File: config.mk
export PLATFORM = sky130hd
export DESIGN_NAME = rf_write_arbiter_flat
export DESIGN_NICKNAME = d
export VERILOG_FILES = /design/src/rtl/rf_arb_pkg.sv /design/src/rtl/rf_write_arbiter_if.sv /design/src/rtl/rr_priority_picker.sv /design/src/rtl/rf_write_arbiter.sv /design/src/flat_wrapper.sv
export SDC_FILE = /design/constraint.sdc
export NUM_CORES = 1
export LEC_CHECK = 0
export BUFFER_PORTS_ARGS = -buffer_cell sky130_fd_sc_hd__buf_4
export CAP_MARGIN = 0
export CORE_MARGIN = 2
export CORE_UTILIZATION = 38
export CTS_CLUSTER_SIZE = 24
export DETAILED_ROUTE_END_ITERATION = 12
export PLACE_DENSITY = 0.83
export SYNTH_ARGS = -nofsm -noshare
export SYNTH_HDL_FRONTEND = slang
export SYNTH_HIERARCHICAL = 1
export SYNTH_SLANG_ARGS = --single-unit
File: constraint.sdc
create_clock -name clk -period 3.3 [get_ports clk]
set_clock_uncertainty 0.1 [all_clocks]
set_input_delay 0.495 -clock clk [delete_from_list [all_inputs] [get_ports clk]]
set_output_delay 0.495 -clock clk [all_outputs]
set_load 0.05 [all_outputs]
File: src/rtl/rf_arb_pkg.sv
// Shared widths, register-file types and debug view for the register-file write arbiter.
package rf_arb_pkg;
  localparam int ADDR_W = 4;
  localparam int REG_W  = 32;
  localparam logic [ADDR_W-1:0] PC_IDX = 4'd15;

  typedef logic [ADDR_W-1:0] reg_addr_t;
  typedef logic [REG_W-1:0]  reg_data_t;

  // Internal arbiter state exposed for observation; sized for the largest NREQ (8).
  typedef struct packed {
    logic [2:0] ptr;
    logic [7:0] cnt;
  } rf_arb_dbg_t;
endpackage

File: src/rtl/rf_write_arbiter_if.sv
// Requester handshake plus register-file write-port bundle for rf_write_arbiter.
interface rf_write_arbiter_if #(parameter int NREQ = 4);
  import rf_arb_pkg::*;

  // valid/ready: a transfer from requester i happens on a rising edge where
  // req_valid[i] & req_ready[i]; the requester keeps its payload stable until then.
  logic [NREQ-1:0]       req_valid;
  reg_addr_t [NREQ-1:0]  req_addr;
  reg_data_t [NREQ-1:0]  req_data;
  logic [NREQ-1:0]       req_ready;

  logic                  wen_ARd;
  reg_addr_t             ARd;
  reg_data_t             Rd_data;
  logic                  pc_write;
  logic [15:0]           busy_mask;
  logic                  flushing;

  modport master (
    output req_valid, req_addr, req_data,
    input  req_ready, wen_ARd, ARd, Rd_data, pc_write, busy_mask, flushing
  );

  modport slave (
    input  req_valid, req_addr, req_data,
    output req_ready, wen_ARd, ARd, Rd_data, pc_write, busy_mask, flushing
  );
endinterface

File: src/rtl/rr_priority_picker.sv
// Combinational round-robin picker: first eligible bit at or after ptr_i, wrapping to 0.
module rr_priority_picker #(
  parameter int N = 4,
  localparam int PW = (N > 1) ? $clog2(N) : 1
) (
  input  logic [N-1:0]  eligible_i,
  input  logic [PW-1:0] ptr_i,
  output logic [N-1:0]  grant_o,
  output logic [PW-1:0] idx_o
);
  always_comb begin : pick
    int   k;
    logic found;
    grant_o = '0;
    idx_o   = '0;
    found   = 1'b0;
    k       = 0;
    for (int off = 0; off < N; off++) begin
      k = int'(ptr_i) + off;
      if (k >= N) k = k - N;
      if (!found && eligible_i[k]) begin
        found      = 1'b1;
        grant_o[k] = 1'b1;
        idx_o      = PW'(k);
      end
    end
  end
endmodule

File: src/rtl/rf_write_arbiter.sv
// Round-robin arbiter sharing the register-file write port, with registered output
// stage and a post-R15 grant lockout window while the pipeline refills.
module rf_write_arbiter
  import rf_arb_pkg::*;
#(
  parameter int NREQ         = 4,
  parameter int FLUSH_CYCLES = 2
) (
  input  logic                clk,
  input  logic                rst,
  input  logic                stall,
  rf_write_arbiter_if.slave   bus,
  output rf_arb_dbg_t         dbg_o
);
  localparam int PW = (NREQ > 1) ? $clog2(NREQ) : 1;
  localparam int CW = (FLUSH_CYCLES > 0) ? $clog2(FLUSH_CYCLES + 1) : 1;

  logic [PW-1:0] ptr_q, ptr_d;
  logic [CW-1:0] cnt_q, cnt_d;
  logic          wen_q, wen_d;
  reg_addr_t     ard_q, ard_d;
  reg_data_t     data_q, data_d;
  logic          pc_q, pc_d;

  logic [NREQ-1:0] eligible;
  logic [NREQ-1:0] grant;
  logic [PW-1:0]   win_idx;
  logic            xfer;
  reg_addr_t       win_addr;
  reg_data_t       win_data;

  // Reset also masks grants so requests pending through reset are kept, not consumed.
  assign eligible = bus.req_valid & {NREQ{~stall & ~rst & (cnt_q == '0)}};

  rr_priority_picker #(.N(NREQ)) u_picker (
    .eligible_i (eligible),
    .ptr_i      (ptr_q),
    .grant_o    (grant),
    .idx_o      (win_idx)
  );

  assign bus.req_ready = grant;
  assign xfer          = |grant;
  assign win_addr      = bus.req_addr[win_idx];
  assign win_data      = bus.req_data[win_idx];

  always_comb begin
    ptr_d  = ptr_q;
    cnt_d  = cnt_q;
    wen_d  = wen_q;
    ard_d  = ard_q;
    data_d = data_q;
    pc_d   = pc_q;
    if (!stall) begin
      wen_d = 1'b0;
      pc_d  = 1'b0;
      if (cnt_q != '0) cnt_d = cnt_q - CW'(1);
      if (xfer) begin
        wen_d  = 1'b1;
        ard_d  = win_addr;
        data_d = win_data;
        pc_d   = (win_addr == PC_IDX);
        ptr_d  = (win_idx == PW'(NREQ - 1)) ? '0 : win_idx + PW'(1);
        if (win_addr == PC_IDX) cnt_d = CW'(FLUSH_CYCLES);
      end
    end
  end

  always_ff @(posedge clk) begin
    if (rst) begin
      ptr_q  <= '0;
      cnt_q  <= '0;
      wen_q  <= 1'b0;
      ard_q  <= '0;
      data_q <= '0;
      pc_q   <= 1'b0;
    end else begin
      ptr_q  <= ptr_d;
      cnt_q  <= cnt_d;
      wen_q  <= wen_d;
      ard_q  <= ard_d;
      data_q <= data_d;
      pc_q   <= pc_d;
    end
  end

  assign bus.wen_ARd   = wen_q;
  assign bus.ARd       = ard_q;
  assign bus.Rd_data   = data_q;
  assign bus.pc_write  = pc_q;
  assign bus.busy_mask = wen_q ? (16'b1 << ard_q) : 16'b0;
  assign bus.flushing  = (cnt_q != '0);

  assign dbg_o.ptr = 3'(ptr_q);
  assign dbg_o.cnt = 8'(cnt_q);
endmodule

File: src/flat_wrapper.sv
// flat-port wrapper written by rule: the top's interface ports become plain ports
module rf_write_arbiter_flat import rf_arb_pkg::*;
#(
  parameter int NREQ         = 4,
  parameter int FLUSH_CYCLES = 2
)
  (clk, rst, stall, dbg_o, bus_req_valid, bus_req_addr, bus_req_data, bus_req_ready, bus_wen_ARd, bus_ARd, bus_Rd_data, bus_pc_write, bus_busy_mask, bus_flushing);
  rf_write_arbiter_if #(.NREQ(NREQ)) bus_i ();
  input  logic clk;
  input  logic rst;
  input  logic stall;
  output rf_arb_dbg_t dbg_o;
  input wire logic [$bits(bus_i.req_valid)-1:0] bus_req_valid;
  input wire logic [$bits(bus_i.req_addr)-1:0] bus_req_addr;
  input wire logic [$bits(bus_i.req_data)-1:0] bus_req_data;
  output wire logic [$bits(bus_i.req_ready)-1:0] bus_req_ready;
  output wire logic [$bits(bus_i.wen_ARd)-1:0] bus_wen_ARd;
  output wire logic [$bits(bus_i.ARd)-1:0] bus_ARd;
  output wire logic [$bits(bus_i.Rd_data)-1:0] bus_Rd_data;
  output wire logic [$bits(bus_i.pc_write)-1:0] bus_pc_write;
  output wire logic [$bits(bus_i.busy_mask)-1:0] bus_busy_mask;
  output wire logic [$bits(bus_i.flushing)-1:0] bus_flushing;
  assign bus_i.req_valid = bus_req_valid;
  assign bus_i.req_addr = bus_req_addr;
  assign bus_i.req_data = bus_req_data;
  assign bus_req_ready = bus_i.req_ready;
  assign bus_wen_ARd = bus_i.wen_ARd;
  assign bus_ARd = bus_i.ARd;
  assign bus_Rd_data = bus_i.Rd_data;
  assign bus_pc_write = bus_i.pc_write;
  assign bus_busy_mask = bus_i.busy_mask;
  assign bus_flushing = bus_i.flushing;
  rf_write_arbiter #(.NREQ(NREQ), .FLUSH_CYCLES(FLUSH_CYCLES)) u_core (.clk(clk), .rst(rst), .stall(stall), .bus(bus_i), .dbg_o(dbg_o));
endmodule
==> metrics.cfg, run 1 <==
[final_layout]
drive_gt1_share_pct=59.3
fillers=691
regArea_um2=856
final_nets=697
area_growth_pct=59.8
multi_input_area_um2=2310
diodes=0

[yosys]
synthCells=334
synth_warnings=6
synth.largest_area_cell=mux4_2
synth_top_family_by_area=multiplexers
ys_ff_latch=42
ys_seq_area_share_pct=25.7
synth_compound_area_share_pct=17.2
netlist_area_um2=3270
muxShareOfSynthArea_pct=28.3
synthXorXnorAreaFrac_pct=0
synth_area_leaders=mux4_2 (27%), dfxtp_1 (26%), a21oi_1 (5.8%)
synth_fa_ha_area_share_pct=3.45
synth_top_cell_area_share_pct=26.9
synth.distinct_cells=46
ys.flop_type=dfxtp_1
yosys.area_share.simple_pct=16.5
async_flop_share_pct=0
synth_edf_count=0
syn_area_per_cell_um2=9.78

[power]
pwr-share-seq_pct=20.0
clkPwrFrac_pct=8.1
leakagePower_nw=2.16
switching_share_pct=50.5
combinationalPowerShare_pct=71.9
total_power_mw=4.20
peakVddDrop_uv=388
cellPowerDensity_nw_per_um2=804
p_int_mw=2.08
switching_power_mw=2.12

[job]
drv_cap=0

[worst_setup_path]
worstReg2RegStart=u_core/cnt_q[0]
worstSetupPathType=reg2reg
path_delay_family=simple AND/OR/NAND/NOR gates
crit_arrival_ps=3190
end_kind=flop
max_stage_delay_ps=570
crit_chain=or2_4 > nor3_4 > and2_2 > mux4_2 > nor2b_4 > o21ai_1 > and3_1 > o22ai_4 > buf_12 > buf_4 > mux4_2 > nand3_1 > a21oi_1
crit_path_max_fanout=19
required_ps=3350
cp-start-kind=flop
path_common_cell=mux4_2
path_buf_inv=2
startpoint=u_core/cnt_q[0]
cp_slowest_cell=mux4_2

[drt]
vias=3627
antenna_left=0
drt_pass1_iterations=4
drc_errors=0
drtIter0Drc=134
vias_per_cell=5.64
avgRoutedWirePerCell_um=18.4
finalWirelength_um=11900

[clocking]
cts_tree=yes
clock_latency_ps=280
htree_levels=2
cts_buffer_depth=2
clock-sinks=42
cts-root-buf=clkbuf_8
clk_transition_reported_paths_ps=80
numCtsBuffers=5

[global_routing]
antenna_found_initial=0
grt_use_total_pct=24.7
grt_max_degree=47
gr-total-overflow=0
grt_pass1_wl_um=18900
first_global_vias=3773

[floorplanning]
num_rows=33
die_w_um=96.7
ioPinCount=221
die_h_um=96.7
start_util_pct=39.5
die_area_um2=9350
core_area_um2=8260

[timing]
min_period_ps=3140
finalHoldViolations=0
rsz0062_at_grt=false
fmax_mhz=319
drv_slew=0
relSlewSlack_pct=54.6
tns_ps=0
finalCritPeriodShare_pct=95.1
setup_slack_ps=163
worst_pin_slew_ps=680
setup_viol=0

[placed_design]
post-place-ws_ps=56.4
gp_congestion=0.905
hpwl_um=9570
io_buffers=213

[outcome]
status=complete, no violations

[min_path]
holdCritStartpoint=u_core/bus.Rd_data[27]
min_path_type=reg2reg

## area by class of cell
type	count	area share [%]
clock buffer	7	1.65
inverter	4	0.288
clock inverter	1	0.0959
multi-input combinational	252	44.2
timing repair buffer	232	34.8
sequential	42	16.4
tap	105	2.52
## flip-flops by register name, summed over array words and instances (netlist names)
register	count
u_core/bus.ARd	4
u_core/bus.pc_write	1
u_core/cnt_q	2
u_core/bus.Rd_data	32
u_core/ptr_q	2
u_core/bus.wen_ARd	1
## power by group through the flow
stage / sequential, mW / combinational, mW / clock [mW]
3_3_place_gp: 0.832 / 2.95 / 0
2_1_floorplan: 1.48 / 1.50 / 0
3_5_place_dp: 0.849 / 3.01 / 0
4_1_cts: 0.840 / 3.01 / 0.348
6_report: 0.841 / 3.02 / 0.339
5_1_grt: 0.866 / 3.18 / 0.364
## worst register-to-register path: cells and delay by family, from the launching register on
family / cells / cell delay [ps]
AOI/OAI and AO/OA: 3 / 410
buffers and inverters: 2 / 380
and+or+nand+nor: 6 / 880
muxes: 2 / 880
DFF: 1 / 370
## layer usage
| metal | wire [µm] | vias up | GRT usage [%] |
|---|---|---|---|
| met5 | 0 | - | 0 |
| met3 | 902 | 34 | 4.26 |
| li1 | - | 1673 | - |
| met1 | 4170 | 1712 | 27.3 |
| met4 | 395 | 0 | 8.88 |
| met2 | 6390 | 208 | 47.0 |
## per-stage QoR
stage | utilization, % | std cells | hold slack (ps) | cell area, µm²
after CTS | 63.0 | 643 | 380 | 5200
final | 63.2 | 643 | 377 | 5220
after detailed placement | 61.9 | 635 | 368 | 5110
after floorplan | - | 340 | 484 | 3410
after global placement | 61.9 | 635 | 362 | 5110
after global routing | 63.2 | 643 | 402 | 5220
## final timing paths
kind | to | depth (start not counted) | slack [ps]
max | u_core/bus.Rd_data[7] | 13 | 160
min | u_core/bus.Rd_data[27] | 2 | 380
max reg2reg | u_core/bus.Rd_data[7] | 13 | 160
min reg2reg | u_core/bus.Rd_data[27] | 2 | 380
## repair_timing
| item | 4_1_cts | 5_1_grt |
|---|---|---|
| hold buffers | 0 | 0 |
| buffers inserted | 0 | 0 |
| endpoints found under the hold margin | 0 | 0 |
| gates resized for setup | 0 | 6 |
| setup endpoints to repair | 0 | 33 |
## synthesized netlist by cell type, types with 3 or more instances
cell	instances
dfxtp_1	42
mux4_2	39
a21oi_1	38
o21ai_0	37
nand3_1	32
buf_2	14
clkbuf_1	10
nor2_1	10
nor3_1	10
ha_1	9
nand2_1	9
nand3_2	9
o21ai_1	9
a22oi_1	8
buf_4	7
buf_6	7
and2_1	4
inv_1	3
nand2b_1	3
nor4_1	3
o22ai_1	3
## cell usage in the layout (no fill, tap or decap), drive strengths merged, types with 4 or more instances in the layout
master / synthesis / layout
mux4: 40 / 40
dfxtp: 42 / 42
o21ai: 46 / 46
nor2: 10 / 10
conb: 1 / 7
ha: 9 / 9
buf: 31 / 232
nand3: 41 / 41
nor3: 11 / 11
inv: 4 / 4
a21oi: 40 / 40
and2: 4 / 4
clkbuf: 11 / 7
a22oi: 8 / 8
nand2b: 4 / 4
nand2: 9 / 9
## cell families after synthesis
logic type,after synthesis
compound gates,103
fa+ha+maj,9
mux,42
simple gates,91
other cells,1
flops,42
buf+inv,46
Power figures use the tool's default switching activity.
==> run 2: changes to the inputs <==
--- a/config.mk
+++ b/config.mk
@@ -5,13 +5,13 @@
 export SDC_FILE = /design/constraint.sdc
 export NUM_CORES = 1
 export LEC_CHECK = 0
-export BUFFER_PORTS_ARGS = -buffer_cell sky130_fd_sc_hd__buf_4
 export CAP_MARGIN = 0
-export CORE_MARGIN = 2
-export CORE_UTILIZATION = 38
+export CORE_AREA = 2 2 85 87
 export CTS_CLUSTER_SIZE = 24
 export DETAILED_ROUTE_END_ITERATION = 12
-export PLACE_DENSITY = 0.83
+export DIE_AREA = 0 0 87 89
+export DONT_BUFFER_PORTS = 1
+export PLACE_DENSITY = 0.67
 export SYNTH_ARGS = -nofsm -noshare
 export SYNTH_HDL_FRONTEND = slang
 export SYNTH_HIERARCHICAL = 1
==> metrics.cfg, run 2 (synthesis results as in run 1) <==
[power]
cellPowerDensity_nw_per_um2=1000  ; was 804 nW/µm²
peakVddDrop_uv=420  ; was 388 µV
leakagePower_nw=1.26  ; was 2.16 nW

[clocking]
numCtsBuffers=5  ; unchanged
clk_transition_reported_paths_ps=90  ; was 80 ps
cts-root-buf=clkbuf_8  ; unchanged
cts_hold_buf=0  ; unchanged
clock-sinks=42  ; unchanged
clock_latency_ps=290  ; was 280 ps
cts_buffer_depth=2  ; unchanged
cts_tree=yes  ; unchanged
htree_levels=2  ; unchanged

[global_routing]
grt_use_total_pct=23.3  ; was 24.7%
gr-total-overflow=0  ; unchanged
grt_pass1_wl_um=13900  ; was 18900 µm
first_global_vias=2660  ; was 3773
antenna_found_initial=0  ; unchanged
grt_max_degree=48  ; was 47

[timing]
tns_ps=0  ; unchanged
rsz0062_at_grt=false  ; unchanged
finalHoldViolations=0  ; unchanged
fmax_mhz=314  ; was 319 MHz
relSlewSlack_pct=48.7  ; was 54.6%
worst_pin_slew_ps=768  ; was 680 ps
finalCritPeriodShare_pct=96.6  ; was 95.1%
min_period_ps=3190  ; was 3140 ps
drv_slew=0  ; unchanged
setup_viol=0  ; unchanged

[worst_setup_path]
end_kind=flop  ; unchanged
cp_slowest_cell=mux4_2  ; unchanged
cp-start-kind=flop  ; unchanged
max_stage_delay_ps=570  ; about the same
crit_chain=or2_4 > nor3_4 > and2_2 > mux4_2 > buf_4 > o31ai_4 > buf_4 > mux4_2 > a31oi_1 > or3_1  ; was or2_4 > nor3_4 > and2_2 > mux4_2 > nor2b_4 > o21ai_1 > and3_1 > o22ai_4 > buf_12 > buf_4 > mux4_2 > nand3_1 > a21oi_1
crit_arrival_ps=3330  ; was 3190 ps
required_ps=3440  ; was 3350 ps
crit_path_max_fanout=7  ; was 19
worstSetupPathType=reg2reg  ; unchanged

[final_layout]
diodes=0  ; unchanged
fillers=593  ; was 691
layout.cells.non_filler=434  ; was 643
regArea_um2=856  ; unchanged
area_growth_pct=16.8  ; was 59.8%
largest_reg_flops=32  ; unchanged
final_nets=513  ; was 697
multi_input_area_um2=2330  ; was 2310 µm²
drive_gt1_share_pct=39.0  ; was 59.3%
layout_common_cells=buf_4 (41), mux4_2 (39), a21oi_1 (38), dfxtp_1 (38), o21ai_0 (37)  ; was buf_4 (226), mux4_2 (39), a21oi_1 (38), dfxtp_1 (38), o21ai_0 (37)
mostFrequentLayoutCell=buf_4  ; unchanged

[min_path]
min_path_type=in2reg  ; was reg2reg

[floorplanning]
die_w_um=87  ; was 96.7 µm
die_h_um=89  ; was 96.7 µm
ioPinCount=221  ; unchanged
die_area_um2=7740  ; was 9350 µm²
start_util_pct=48.6  ; was 39.5%
num_rows=30  ; was 33
core_area_um2=6720  ; was 8260 µm²

[drt]
vias_per_cell=6.59  ; was 5.64
drc_errors=0  ; unchanged
maxUsedRoutingLayer=met4  ; unchanged
wl_met3_um=811  ; was 902 µm
vias=2858  ; was 3627
antenna_left=0  ; unchanged
drtIter0Drc=154  ; was 134
finalWirelength_um=9870  ; was 11900 µm
wl_met2_um=5210  ; was 6390 µm
wl_met1_um=3700  ; was 4170 µm
avgRoutedWirePerCell_um=22.7  ; was 18.4 µm
drt_pass1_iterations=4  ; unchanged

[outcome]
status=complete, no violations  ; unchanged

[placed_design]
io_buffers=0  ; was 213
dpl.cell_count=416  ; was 635
hpwl_um=7130  ; was 9570 µm
gp_congestion=0.862  ; was 0.905

[job]
drv_cap=0  ; unchanged

-- run 2: changes by cell type in the layout (fill, tap and decap cells not counted), moves of 2 or more --
cell,change
nor4_2,+2
buf_4,-185
buf_12,-3
nor4_1,-2
buf_6,+3
-- run 2: metrics by stage --
step / instance area [µm²] / setup slack (ps) / power (mW) / utilization, % / hold WS, ps
after global placement: 3600 / 137 / 3.28 / 53.6 / 463
after global routing: 3810 / 7.64 / 4.02 / 56.8 / 141
final: 3810 / 111 / 3.82 / 56.8 / 160
after floorplan: 3410 / -3.01 / 2.98 / - / 484
after CTS: 3710 / 15.6 / 3.73 / 55.2 / 146
after detailed placement: 3600 / 18.5 / 3.32 / 53.6 / 465
-- run 2: worst paths after layout --
path | cells after the start | to | start | slack, ps
hold / removal | 1 | u_core/bus.ARd[2] | rst | 160
setup / recovery | 10 | u_core/cnt_q[0] | u_core/cnt_q[0] | 110
hold reg to reg | 3 | u_core/ptr_q[0] | u_core/ptr_q[0] | 600
setup reg to reg | 10 | u_core/cnt_q[0] | u_core/cnt_q[0] | 110
-- run 2: per-layer routing --
layer / vias up / track usage, %
met5: - / 0
met1: 1386 / 28.1
met2: 151 / 40.7
met3: 10 / 6.37
li1: 1311 / -
met4: 0 / 7.10
-- run 2: power by group --
| part | internal, mW | switching (mW) |
|---|---|---|
| registers | 0.695 | 0.770 |
| logic | 0.864 | 1.08 |
| clock network | 0.227 | 0.182 |
-- run 2: final cells by class --
type                       count  share of cell area, %
clock inverter                 2                  0.951
sequential                    42                   22.4
timing repair buffer          47                   10.5
tap                           80                   2.62
inverter                       4                  0.394
clock buffer                   6                   1.90
multi-input combinational    253                   61.2
-- run 2: repair_timing --
action	4_1_cts	5_1_grt
endpoints found under the setup margin	0	40
setup buffers	0	9
resized for setup	0	10
-- run 2: worst max-delay path: cells and delay by family, from the launching register on --
| kind | cells | cell delay [ps] |
|---|---|---|
| buf+inv | 2 | 390 |
| mux | 2 | 1110 |
| flops | 1 | 350 |
| compound gates | 2 | 660 |
| simple gates | 4 | 520 |
